`src/rtl/rv_ctrl_pkg.sv`:
```
`default_nettype none
// ---------------------------------------------------------------------------
// rv_ctrl_pkg: shared state, immediate-select, opcode and trap-cause codes
// Rev 1.0
// ---------------------------------------------------------------------------
package rv_ctrl_pkg;

  typedef enum logic [2:0] {
    ST_FETCH  = 3'd0,
    ST_DECODE = 3'd1,
    ST_EXEC   = 3'd2,
    ST_MEM    = 3'd3,
    ST_WB     = 3'd4,
    ST_TRAP   = 3'd5
  } state_t;

  localparam logic [2:0] IMM_NONE = 3'd0;
  localparam logic [2:0] IMM_I    = 3'd1;
  localparam logic [2:0] IMM_S    = 3'd2;
  localparam logic [2:0] IMM_SB   = 3'd3;
  localparam logic [2:0] IMM_U    = 3'd4;

  localparam logic [6:0] OPC_LOAD      = 7'b0000011;
  localparam logic [6:0] OPC_OP_IMM    = 7'b0010011;
  localparam logic [6:0] OPC_OP_IMM_32 = 7'b0011011;
  localparam logic [6:0] OPC_STORE     = 7'b0100011;
  localparam logic [6:0] OPC_BRANCH    = 7'b1100011;
  localparam logic [6:0] OPC_LUI       = 7'b0110111;
  localparam logic [6:0] OPC_OP        = 7'b0110011;
  localparam logic [6:0] OPC_OP_32     = 7'b0111011;

  localparam logic [1:0] TRAP_NONE    = 2'd0;
  localparam logic [1:0] TRAP_ILLEGAL = 2'd1;
  localparam logic [1:0] TRAP_IMEM    = 2'd2;
  localparam logic [1:0] TRAP_DMEM    = 2'd3;

endpackage
`default_nettype wire

```
`src/rtl/rv_opcode_class.sv`:
```
`default_nettype none
// ---------------------------------------------------------------------------
// rv_opcode_class: combinational opcode classifier for the sequencer
// Rev 1.0
// ---------------------------------------------------------------------------
module rv_opcode_class
  import rv_ctrl_pkg::*;
(
  input  logic [6:0] opcode,
  output logic [2:0] imm_sel,
  output logic       is_load,
  output logic       is_store,
  output logic       is_branch,
  output logic       writes_rd,
  output logic       illegal
);

  always_comb begin
    imm_sel   = IMM_NONE;
    is_load   = 1'b0;
    is_store  = 1'b0;
    is_branch = 1'b0;
    writes_rd = 1'b0;
    illegal   = 1'b0;
    case (opcode)
      OPC_LOAD: begin
        imm_sel   = IMM_I;
        is_load   = 1'b1;
        writes_rd = 1'b1;
      end
      OPC_OP_IMM, OPC_OP_IMM_32: begin
        imm_sel   = IMM_I;
        writes_rd = 1'b1;
      end
      OPC_STORE: begin
        imm_sel  = IMM_S;
        is_store = 1'b1;
      end
      OPC_BRANCH: begin
        imm_sel   = IMM_SB;
        is_branch = 1'b1;
      end
      OPC_LUI: begin
        imm_sel   = IMM_U;
        writes_rd = 1'b1;
      end
      OPC_OP, OPC_OP_32: writes_rd = 1'b1;
      default: illegal = 1'b1;
    endcase
  end

endmodule
`default_nettype wire

```
`src/rtl/rv_multicycle_ctrl.sv`:
```
`default_nettype none
// ---------------------------------------------------------------------------
// rv_multicycle_ctrl: multi-cycle RV64I sequencer with timeout/illegal traps
// Rev 1.0
// ---------------------------------------------------------------------------
module rv_multicycle_ctrl
  import rv_ctrl_pkg::*;
#(
  parameter int MEM_TIMEOUT = 16,
  parameter int CNT_W       = 64
) (
  input  logic             clk,
  input  logic             reset,
  input  logic             imem_ack,
  input  logic [31:0]      imem_rdata,
  input  logic             dmem_ack,
  input  logic             br_taken,
  output logic             imem_req,
  output logic [31:0]      ir,
  output logic [2:0]       imm_sel,
  output logic             alu_src_imm,
  output logic             dmem_req,
  output logic             dmem_we,
  output logic             mem_to_reg,
  output logic             reg_we,
  output logic             pc_we,
  output logic             pc_sel_br,
  output logic             trap,
  output logic [1:0]       trap_cause,
  output logic [CNT_W-1:0] instret
);

  localparam int                WAIT_W    = $clog2(MEM_TIMEOUT);
  localparam logic [WAIT_W-1:0] WAIT_LAST = WAIT_W'(MEM_TIMEOUT - 1);
  localparam logic [31:0]       NOP       = 32'h0000_0013;

  state_t            r_state;
  logic [WAIT_W-1:0] r_wait_cnt;

  logic [2:0] w_imm_sel;
  logic       w_is_load;
  logic       w_is_store;
  logic       w_is_branch;
  logic       w_writes_rd;
  logic       w_illegal;

  // ir is stable from DECODE until the next fetch ack, so classification stays valid
  rv_opcode_class u_opcode_class (
    .opcode    (ir[6:0]),
    .imm_sel   (w_imm_sel),
    .is_load   (w_is_load),
    .is_store  (w_is_store),
    .is_branch (w_is_branch),
    .writes_rd (w_writes_rd),
    .illegal   (w_illegal)
  );

  assign imem_req = (r_state == ST_FETCH) && !reset;
  assign dmem_req = (r_state == ST_MEM);
  assign dmem_we  = (r_state == ST_MEM) && w_is_store;

  always_ff @(posedge clk or posedge reset) begin
    if (reset) begin
      r_state     <= ST_FETCH;
      r_wait_cnt  <= '0;
      ir          <= NOP;
      imm_sel     <= IMM_NONE;
      alu_src_imm <= 1'b0;
      mem_to_reg  <= 1'b0;
      reg_we      <= 1'b0;
      pc_we       <= 1'b0;
      pc_sel_br   <= 1'b0;
      trap        <= 1'b0;
      trap_cause  <= TRAP_NONE;
      instret     <= '0;
    end else begin
      reg_we    <= 1'b0;
      pc_we     <= 1'b0;
      pc_sel_br <= 1'b0;
      case (r_state)
        ST_FETCH: begin
          if (imem_ack) begin
            ir         <= imem_rdata;
            r_wait_cnt <= '0;
            r_state    <= ST_DECODE;
          end else if (r_wait_cnt == WAIT_LAST) begin
            r_wait_cnt <= '0;
            trap       <= 1'b1;
            trap_cause <= TRAP_IMEM;
            r_state    <= ST_TRAP;
          end else begin
            r_wait_cnt <= r_wait_cnt + WAIT_W'(1);
          end
        end
        ST_DECODE: begin
          imm_sel     <= w_imm_sel;
          alu_src_imm <= (w_imm_sel != IMM_NONE);
          mem_to_reg  <= w_is_load;
          if (w_illegal) begin
            trap       <= 1'b1;
            trap_cause <= TRAP_ILLEGAL;
            r_state    <= ST_TRAP;
          end else begin
            r_state <= ST_EXEC;
          end
        end
        ST_EXEC: begin
          r_wait_cnt <= '0;
          if (w_is_branch) begin
            pc_we     <= 1'b1;
            pc_sel_br <= br_taken;
            instret   <= instret + CNT_W'(1);
            r_state   <= ST_FETCH;
          end else if (w_is_load || w_is_store) begin
            r_state <= ST_MEM;
          end else begin
            r_state <= ST_WB;
          end
        end
        ST_MEM: begin
          if (dmem_ack) begin
            r_wait_cnt <= '0;
            if (w_is_store) begin
              pc_we   <= 1'b1;
              instret <= instret + CNT_W'(1);
              r_state <= ST_FETCH;
            end else begin
              r_state <= ST_WB;
            end
          end else if (r_wait_cnt == WAIT_LAST) begin
            r_wait_cnt <= '0;
            trap       <= 1'b1;
            trap_cause <= TRAP_DMEM;
            r_state    <= ST_TRAP;
          end else begin
            r_wait_cnt <= r_wait_cnt + WAIT_W'(1);
          end
        end
        ST_WB: begin
          reg_we  <= w_writes_rd;
          pc_we   <= 1'b1;
          instret <= instret + CNT_W'(1);
          r_state <= ST_FETCH;
        end
        ST_TRAP: r_state <= ST_TRAP;
        default: r_state <= ST_FETCH;
      endcase
    end
  end

endmodule
`default_nettype wire

```
`config.mk`:
```
export PLATFORM = sky130hd
export DESIGN_NAME = rv_multicycle_ctrl
export DESIGN_NICKNAME = d
export VERILOG_FILES = /design/src/rtl/rv_ctrl_pkg.sv /design/src/rtl/rv_opcode_class.sv /design/src/rtl/rv_multicycle_ctrl.sv
export SDC_FILE = /design/constraint.sdc
export NUM_CORES = 1
export LEC_CHECK = 0
export CAP_MARGIN = 20
export CORE_MARGIN = 1
export CORE_UTILIZATION = 28
export CTS_CLUSTER_DIAMETER = 60
export DETAILED_ROUTE_END_ITERATION = 12
export GPL_ROUTABILITY_DRIVEN = 0
export PLACE_DENSITY = 0.52
export SLEW_MARGIN = 0
export SYNTH_ARGS = -nofsm -noshare
export SYNTH_HDL_FRONTEND = slang
export SYNTH_HIERARCHICAL = 1
export SYNTH_SLANG_ARGS = --single-unit
```
`constraint.sdc`:
```
create_clock -name clk -period 4.4 [get_ports clk]
set_input_delay 0.66 -clock clk [delete_from_list [all_inputs] [get_ports clk]]
set_output_delay 0.66 -clock clk [all_outputs]
set_load 0.02 [all_outputs]
```
==> results of run 1 <==
-- logic make-up after synthesis --
kind of cell    after synthesis
simple gates                197
flops                       114
xor+xnor                     63
mux                          39
compound gates               33
buf+inv                      26
fa+ha+maj                     2
-- critical path, delay by kind of cell (launching register included) --
family,cells,cell delay [ns]
simple gates,3,1.20
buf+inv,1,0.62
flops,1,0.45
-- power groups by stage --
stage          Combinational (mW)  Clock (mW)  Sequential [mW]
2_1_floorplan               0.451           0             1.70
3_3_place_gp                 1.21           0             1.49
3_5_place_dp                 1.22           0             1.51
4_1_cts                      1.23        1.38             1.49
5_1_grt                      1.29        1.43             1.52
6_report                     1.21        1.35             1.49
-- layer usage --
layer | share of wire | wire length [µm]
met3 | 0.053 | 773
met1 | 0.46 | 6666
met2 | 0.47 | 6874
met5 | 0 | 0
met4 | 0.015 | 212
-- final cells by class --
type	instances	area share
Timing Repair Buffer	150	0.1976
Clock buffer	24	0.06406
Clock inverter	5	0.01011
Sequential cell	114	0.3721
Inverter	12	0.006194
Tap cell	234	0.03814
Multi-Input combinational cell	334	0.3118
-- cells in the final DEF, fill, tap and decap left out, types with 17 or more instances in the layout --
cell type | Yosys | layout
nand2_1 | 38 | 38
xnor2_1 | 29 | 29
nor3_1 | 28 | 28
nand3_1 | 25 | 25
xor2_1 | 34 | 34
mux2_2 | 38 | 38
clkdlybuf4s50_1 | 0 | 146
dfrtp_1 | 111 | 111
nor2_1 | 23 | 23
clkbuf_16 | 0 | 17
-- synth_stat cells, types with 2 or more instances --
library cell	instances	area, µm²
nor3_1	28	140.1
and4_1	8	70.07
xor2_1	34	297.8
or2_2	3	18.77
or4_4	2	22.52
nand4_1	15	93.84
and3_1	13	81.33
o211a_1	2	20.02
o21ai_0	7	35.03
nand3_1	25	125.1
nor2_1	23	86.33
o211ai_1	4	30.03
nand2b_1	3	18.77
clkbuf_1	12	45.04
a21oi_1	6	30.03
nor4_2	6	75.07
ha_1	2	25.02
nand2_1	38	142.6
and2_1	4	25.02
mux2_2	38	427.9
or4_1	2	15.01
dfrtp_1	111	2778
nor2b_1	5	31.28
xnor2_1	29	254.0
inv_1	12	45.04
o2111ai_1	3	26.28
dfstp_2	3	78.83
o21ai_1	2	10.01
nor4_1	12	75.07
-- through the flow --
stage	area [µm²]	util	setup WS [ns]	hold WS, ns
final	7676	0.4104	1.058	0.4719
after global routing	7676	0.4104	0.9780	0.4930
after global placement	7079	0.3785	1.227	0.4622
after CTS	7649	0.4089	1.056	0.4720
after floorplan	5359	-	0.7293	0.4585
after detailed placement	7079	0.3785	1.125	0.4604
-- path summary, 6_finish.rpt --
| path | cells past startpoint | slack, ns | to |
|---|---|---|---|
| max | 4 | 1.06 | dmem_we |
| min | 1 | 0.47 | trap |
| max reg2reg | 7 | 1.38 | instret[36] |
| min reg2reg | 1 | 0.47 | trap |
| max in group asynchronous | 4 | 2.84 | ir[22] |
| min in group asynchronous | 2 | 0.69 | r_wait_cnt[3] |
==> results.yml, run 1 <==
yosys:
  net_count_after_synthesis: 513
  post_synth_fa_ha_maj_area_fraction: 0.004670
  synth.avg_cell_area_um2: 11.31
  synth_xor_xnor_area_share: 0.1030
  number_of_synthesized_flops_with_an_enable_pin: 0
  async_reset_ff_frac: 1.000
  synth_cell_types: 51
  synth.mux.area_fraction: 0.08172
  synth_area_um2: 5359
  synth_compound_gate_area_share: 0.04623
  number_of_synthesized_register_bits: 114
  dominant_combinational_cell_family_by_area_after_synthesis: "simple AND/OR/NAND/NOR gates"
  synth_top_flop_cell: "dfrtp_1"
  synth_sequential_area_ratio: 0.5330
  post_synth_inst_count: 474
  synthSimpleGateAreaFrac: 0.2111
  yosysWarningCount: 6
placed_design:
  placedCellCount: 842
  dpl.hpwl_um: 10420
  placement.io_buffers: 146
final_layout:
  num_antenna_cells: 0
  regMostFlops: "instret"
  regArea_um2: 2856
  largest_registers: "instret: 64 flops, ir: 32 flops, r_wait_cnt: 4 flops"
  drive_gt1_frac: 0.1408
  finalNonFillerCells: 873
  multi_input_area_um2: 2394
  layout-area-overhead-vs-synth_pct: 43.24
  fillers: 1773
  finalNetCount: 668
  largest_reg_flops: 64
pwr:
  total_switching_power_mw: 1.269
  power_density_nw_per_um2: 527.6
  seq_power_share: 0.368
  power.share.clock: 0.333
  cellLeakagePower_nw: 3.267
  combinationalPowerShare: 0.299
  p_int_mw: 2.782
  overall_power_mw: 4.050
  sw_frac: 0.3132
  vdd_drop_max_uv: 417.9
die:
  std_cell_rows: 50
  fp.dieArea_um2: 19700
  coreArea_um2: 18710
  die_h_um: 140.3
  initial_core_utilization: 0.2865
  io_pins: 147
  die_width_um: 140.3
cts:
  max-clock-path-buffers: 2
  ctsResizeCount: 0
  cts_max_level: 4
  clk_transition_reported_paths_ns: 0.05
  postCtsSetupRepairBufs: 0
  hold_buffers: 0
  cts_tree: "built"
  numCtsBuffers: 17
  cts-root-buf: "clkbuf_16"
  clkSinkCount: 114
  clock_latency_ns: 0.41
global_routing:
  antenna_found_initial: 0
  first_pass_grt_wire_length_um: 23160
  grt_overflow_total: 0
  grt_start_max_net_pins: 75
  total_routing_resource_utilization_after_global_routing: 0.1526
  grtUsageMet3: 0.04444
  top_usage_layer: "met2"
  use_met1: 0.1982
  globalRouteMet2Util: 0.2447
  grt_pass1_vias: 4242
critical_path:
  slowest_stage: "clkdlybuf4s50_1"
  setup.worst_path.start_class: "register"
  crit_required_ns: 3.74
  critical_path_peak_fanout: 8
  timing.critical_path.to_type: "output port"
  cp-startpoint: "ir[2]"
  critical_path.max_stage_delay_ns: 0.62
  crit_arrival_ns: 2.68
  timing.critical_path.cells: "or4b_4 > nor3_1 > and2_1 > clkdlybuf4s50_1"
  rr_startpoint: "ir[2]"
  path_class: "reg2out"
job:
  max_cap_viol_count: 0
worst_hold_path:
  min_path_type: "reg2reg"
  holdCritStartpoint: "trap"
route:
  drt-pass1-iter-count: 4
  post-route-drc-count: 0
  detail_route.vias_per_cell: 4.780
  overall_via_count_from_detail_route: 4173
  postRouteAntennaNets: 0
  routed_wirelength_um: 14530
  detail_route.iter0.violations: 254
  routed_wire_length_per_instance_um: 16.64
timing:
  worstMarginPinSlew_ns: 0.9181
  timing.slew.headroom: 0.3823
  unrepaired_setup_endpoints_after_global_routing: "false"
  max_freq_ghz: 0.2992
  final_min_period_over_clock_period: 0.7595
  timing.clock.skew_ns: 0.009208
  final_max_slew_viol_count: 0
  finalSetupViolCount: 0
  hold_viol: 0
  min_period_ns: 3.342
  finalSetupTns_ns: 0
outcome:
  outcome: "completed"
Note: power is estimated with default switching activity, not from simulation.
==> run 2, diff against run 1 <==
==> constraint.sdc (replaced) <==
create_clock -name clk -period 3.2 [get_ports clk]
set_input_delay 0.48 -clock clk [delete_from_list [all_inputs] [get_ports clk]]
set_output_delay 0.48 -clock clk [all_outputs]
set_load 0.02 [all_outputs]
==> results.yml, run 2 (synthesis results as in run 1) <==
outcome:
  outcome: "completed"
cts:
  clock_latency_ns: 0.41
  postCtsSetupRepairBufs: 0
  clkSinkCount: 114
  cts-root-buf: "clkbuf_16"
  max-clock-path-buffers: 2
  numCtsBuffers: 17
  hold_buffers: 0
  ctsResizeCount: 0
  clk_transition_reported_paths_ns: 0.05
  cts_tree: "built"
  cts_max_level: 4
critical_path:
  crit_required_ns: 2.72
  worst-r2r-setup-slack_ns: 0.35
  slowest_stage: "clkdlybuf4s50_1"
  crit-reg2reg-capture: "instret[60]"
  critical_path.max_stage_delay_ns: 0.60
  timing.critical_path.cells: "or4b_4 > nor3_1 > buf_4 > and2_1 > clkdlybuf4s50_1"
  path_class: "reg2out"
  crit_arrival_ns: 2.56
  timing.critical_path.to_type: "output port"
  timing.critical_path.buf_inv: 2
  rr_startpoint: "ir[2]"
  ff2ff_path_depth: 8
  setup.worst_path.start_class: "register"
  critical-path-top-delay-family: "simple AND/OR/NAND/NOR gates"
  critical_path_peak_fanout: 8
route:
  detail_route.vias_per_cell: 4.854
  post-route-drc-count: 0
  postRouteAntennaNets: 0
  drt-pass1-iter-count: 4
  routed_wirelength_um: 14550
  routed_wire_length_per_instance_um: 16.51
  overall_via_count_from_detail_route: 4276
  detail_route.iter0.violations: 223
timing:
  finalSetupViolCount: 0
  final_max_slew_viol_count: 0
  finalSetupTns_ns: 0
  max_freq_ghz: 0.3288
  final_min_period_over_clock_period: 0.9504
  timing.slew.headroom: 0.5815
  worstMarginPinSlew_ns: 0.6274
  timing.clock.skew_ns: 0.008206
  unrepaired_setup_endpoints_after_global_routing: "false"
  hold_viol: 0
  min_period_ns: 3.041
die:
  die_width_um: 140.3
  fp.dieArea_um2: 19700
  initial_core_utilization: 0.2865
  io_pins: 147
  std_cell_rows: 50
  die_h_um: 140.3
  coreArea_um2: 18710
pwr:
  vdd_drop_max_uv: 376.1
  power_density_nw_per_um2: 743.7
  cellLeakagePower_nw: 3.318
final_layout:
  drive_gt1_frac: 0.1530
  mostFrequentLayoutCell: "clkdlybuf4s50_1"
  finalNetCount: 673
  regMostFlops: "instret"
  largest_registers: "instret: 64 flops, ir: 32 flops, r_wait_cnt: 4 flops"
  layout-area-overhead-vs-synth_pct: 45.04
  num_antenna_cells: 0
  finalNonFillerCells: 881
  layout.cells.most_common_list: "146 x clkdlybuf4s50_1, 111 x dfrtp_1, 38 x mux2_2, 38 x nand2_1, 34 x xor2_1"
  largest_reg_flops: 64
  fillers: 1759
worst_hold_path:
  timing.hold.worst_endpoint: "trap"
  min_path_type: "reg2reg"
  min_path_cells: 1
  holdCritStartpoint: "trap"
placed_design:
  dpl.hpwl_um: 10520
  placedCellCount: 849
  placement.io_buffers: 146
global_routing:
  grt_overflow_total: 0
  total_routing_resource_utilization_after_global_routing: 0.1561
  first_pass_grt_wire_length_um: 23630
  grt_start_max_net_pins: 77
  antenna_found_initial: 0
  grt_pass1_vias: 4387
job:
  max_cap_viol_count: 0
run 2: metrics by stage:
| step | setup WS (ns) | hold slack [ns] | util | area [µm²] | power [mW] |
|---|---|---|---|---|---|
| 5_1_grt | 0.02693 | 0.4911 | 0.4155 | 7772 | 6.065 |
| 3_5_place_dp | 0.3788 | 0.4664 | 0.3813 | 7133 | 3.759 |
| 3_3_place_gp | 0.4032 | 0.4581 | 0.3813 | 7133 | 3.726 |
| 2_1_floorplan | 0.4327 | 0.4585 | - | 5363 | 2.955 |
| 4_1_cts | 0.1435 | 0.4789 | 0.4155 | 7772 | 5.856 |
| 6_report | 0.1586 | 0.4779 | 0.4155 | 7772 | 5.780 |
run 2: power breakdown:
group / internal, mW / switching, mW / total, mW
clock: 1.38 / 0.671 / 2.05
sequential: 1.76 / 0.287 / 2.05
combinational: 0.856 / 0.821 / 1.68
run 2: cell type report:
| cell class | instances | area [µm²] | area share |
|---|---|---|---|
| clock inverters | 9 | 151.4 | 0.01948 |
| repair buffers | 155 | 1541 | 0.1983 |
| multi-input cells | 334 | 2394 | 0.3080 |
| flip-flops and latches | 114 | 2856 | 0.3675 |
| well taps | 234 | 292.8 | 0.03767 |
| clock buffers | 23 | 488.0 | 0.06278 |
| inverters | 12 | 48.80 | 0.006278 |
run 2: worst max-delay path by stage:
| stage | from | cells after the start | end | slack (ns) |
|---|---|---|---|---|
| after floorplan | ir[2] | 8 | instret[40] | 0.43 |
| after global routing | ir[2] | 5 | dmem_we | 0.03 |
| after global placement | ir[2] | 8 | instret[36] | 0.40 |
| after detailed placement | ir[2] | 8 | instret[46] | 0.38 |
| final | ir[2] | 5 | dmem_we | 0.16 |
| after CTS | ir[2] | 5 | dmem_we | 0.14 |
run 2: per-layer routing:
metal	GRT usage	wire length, µm	vias up	part of all wire
li1	-	-	2021	-
met1	0.1936	6402	2127	0.44
met2	0.2513	7115	115	0.49
met3	0.05197	839	13	0.058
met4	0.05842	187	0	0.013
met5	0	0	-	0
==> run 3, diff against run 2 <==
--- a/config.mk
+++ b/config.mk
@@ -12,7 +12,7 @@
 export DETAILED_ROUTE_END_ITERATION = 12
 export GPL_ROUTABILITY_DRIVEN = 0
 export PLACE_DENSITY = 0.52
-export SLEW_MARGIN = 0
+export RECOVER_POWER = 25
 export SYNTH_ARGS = -nofsm -noshare
 export SYNTH_HDL_FRONTEND = slang
 export SYNTH_HIERARCHICAL = 1
==> results.yml, run 3 (synthesis results as in run 1) <==
outcome:
  outcome: "finished, violations left"
  violated_checks: "capacitance limit, slew limit"
critical_path:
  crit-reg2reg-capture: "instret[60]"
  worst-r2r-setup-slack_ns: 0.34
  timing.critical_path.cells: "or4b_4 > nor3_1 > buf_4 > and2_1 > clkdlybuf4s50_1"
  crit_required_ns: 2.72
  timing.critical_path.to_type: "output port"
  critical_path_peak_fanout: 8
  critical_path.max_stage_delay_ns: 0.60
  setup.worst_path.start_class: "register"
  rr_startpoint: "ir[2]"
  slowest_stage: "clkdlybuf4s50_1"
  ff2ff_path_depth: 8
  cp-startpoint: "ir[2]"
  crit_arrival_ns: 2.56
  path_class: "reg2out"
final_layout:
  largest_registers: "instret: 64 flops, ir: 32 flops, r_wait_cnt: 4 flops"
  finalNetCount: 673
  fin_area_um2: 7754
  largest_reg_flops: 64
  drive_gt1_frac: 0.1515
  regArea_um2: 2856
  num_antenna_cells: 0
  regMostFlops: "instret"
  mostFrequentLayoutCell: "clkdlybuf4s50_1"
  layout-area-overhead-vs-synth_pct: 44.69
  layout.cells.most_common_list: "145 x clkdlybuf4s50_1, 111 x dfrtp_1, 38 x mux2_2, 38 x nand2_1, 34 x xor2_1"
  fillers: 1762
  multi_input_area_um2: 2394
die:
  initial_core_utilization: 0.2865
  die_width_um: 140.3
  coreArea_um2: 18710
  fp.dieArea_um2: 19700
  io_pins: 147
  die_h_um: 140.3
  std_cell_rows: 50
timing:
  finalSetupViolCount: 0
  worstMarginPinSlew_ns: 2.108
  timing.clock.skew_ns: 0.008200
  hold_viol: 0
  unrepaired_setup_endpoints_after_global_routing: "false"
  max_freq_ghz: 0.3292
  final_max_slew_viol_count: 116
  min_period_ns: 3.038
  finalSetupTns_ns: 0
  final_min_period_over_clock_period: 0.9493
  timing.slew.headroom: -0.4057
worst_hold_path:
  holdCritStartpoint: "trap"
  min_path_cells: 1
  min_path_type: "reg2reg"
  timing.hold.worst_endpoint: "trap"
cts:
  hold_buffers: 0
  ctsResizeCount: 0
  cts-root-buf: "clkbuf_16"
  max-clock-path-buffers: 2
  cts_tree: "built"
  numCtsBuffers: 17
  postCtsSetupRepairBufs: 0
  clock_latency_ns: 0.41
  clk_transition_reported_paths_ns: 0.05
  clkSinkCount: 114
  cts_max_level: 4
route:
  detail_route.vias_per_cell: 4.855
  routed_wirelength_um: 14530
  drt-pass1-iter-count: 4
  post-route-drc-count: 0
  route.met3.wl_um: 822
  met2WireLength_um: 7082
  postRouteAntennaNets: 0
  maxUsedRoutingLayer: "met4"
  wl_met1_um: 6443
  detail_route.iter0.violations: 216
  routed_wire_length_per_instance_um: 16.49
  overall_via_count_from_detail_route: 4277
job:
  max_cap_viol_count: 2
global_routing:
  grt_overflow_total: 0
  grt_pass1_vias: 4387
  antenna_found_initial: 0
  total_routing_resource_utilization_after_global_routing: 0.1561
  grt_start_max_net_pins: 77
  first_pass_grt_wire_length_um: 23630
pwr:
  vdd_drop_max_uv: 376.3
  cellLeakagePower_nw: 3.310
  power_density_nw_per_um2: 745.0
  overall_power_mw: 5.776
placed_design:
  dpl.hpwl_um: 10520
  placement.io_buffers: 146
  dpl_cell_area_um2: 7133
-- run 3: changes by cell type in the layout (fill, tap and decap cells not counted) --
cell,delta
clkdlybuf4s50_1,-1
buf_12,-1
clkbuf_2,+1
buf_4,-1
clkbuf_1,+1
dlygate4sd3_1,+1
-- run 3: critical path, delay by kind of cell, from the launching register on --
| family | cells | cell delay [ns] |
|---|---|---|
| and+or+nand+nor | 3 | 0.93 |
| buffers and inverters | 2 | 0.78 |
| DFF | 1 | 0.45 |
-- run 3: cell type report --
cell class	instances	area share
Multi-Input combinational cell	334	0.3087
Clock inverter	9	0.01953
Tap cell	234	0.03776
Sequential cell	114	0.3684
Inverter	12	0.006293
Clock buffer	23	0.06293
Timing Repair Buffer	155	0.1964
-- run 3: per-layer routing --
layer | GRT usage | up-vias
li1 | - | 2017
met1 | 0.1936 | 2138
met2 | 0.2513 | 111
met3 | 0.05197 | 11
met4 | 0.05842 | 0
met5 | 0 | -
-- run 3: report_power, final --
group	internal, mW	switching (mW)	total (mW)
Sequential	1.76	0.287	2.05
Combinational	0.853	0.821	1.67
Clock	1.38	0.668	2.05
-- run 3: how the worst max path moves through the flow --
stage | end | cells past startpoint
floorplan | instret[40] | 8
global placement | instret[36] | 8
detailed placement | instret[46] | 8
CTS | dmem_we | 5
global route | dmem_we | 5
finish | dmem_we | 5
-- run 3: per-stage QoR --
step	setup slack (ns)	hold slack [ns]	util	std cells
global placement	0.4032	0.4581	0.3813	849
global route	0.02693	0.4911	0.4145	881
floorplan	0.4327	0.4585	-	474
finish	0.1623	0.4780	0.4145	881
CTS	0.1435	0.4789	0.4155	881
detailed placement	0.3788	0.4664	0.3813	849
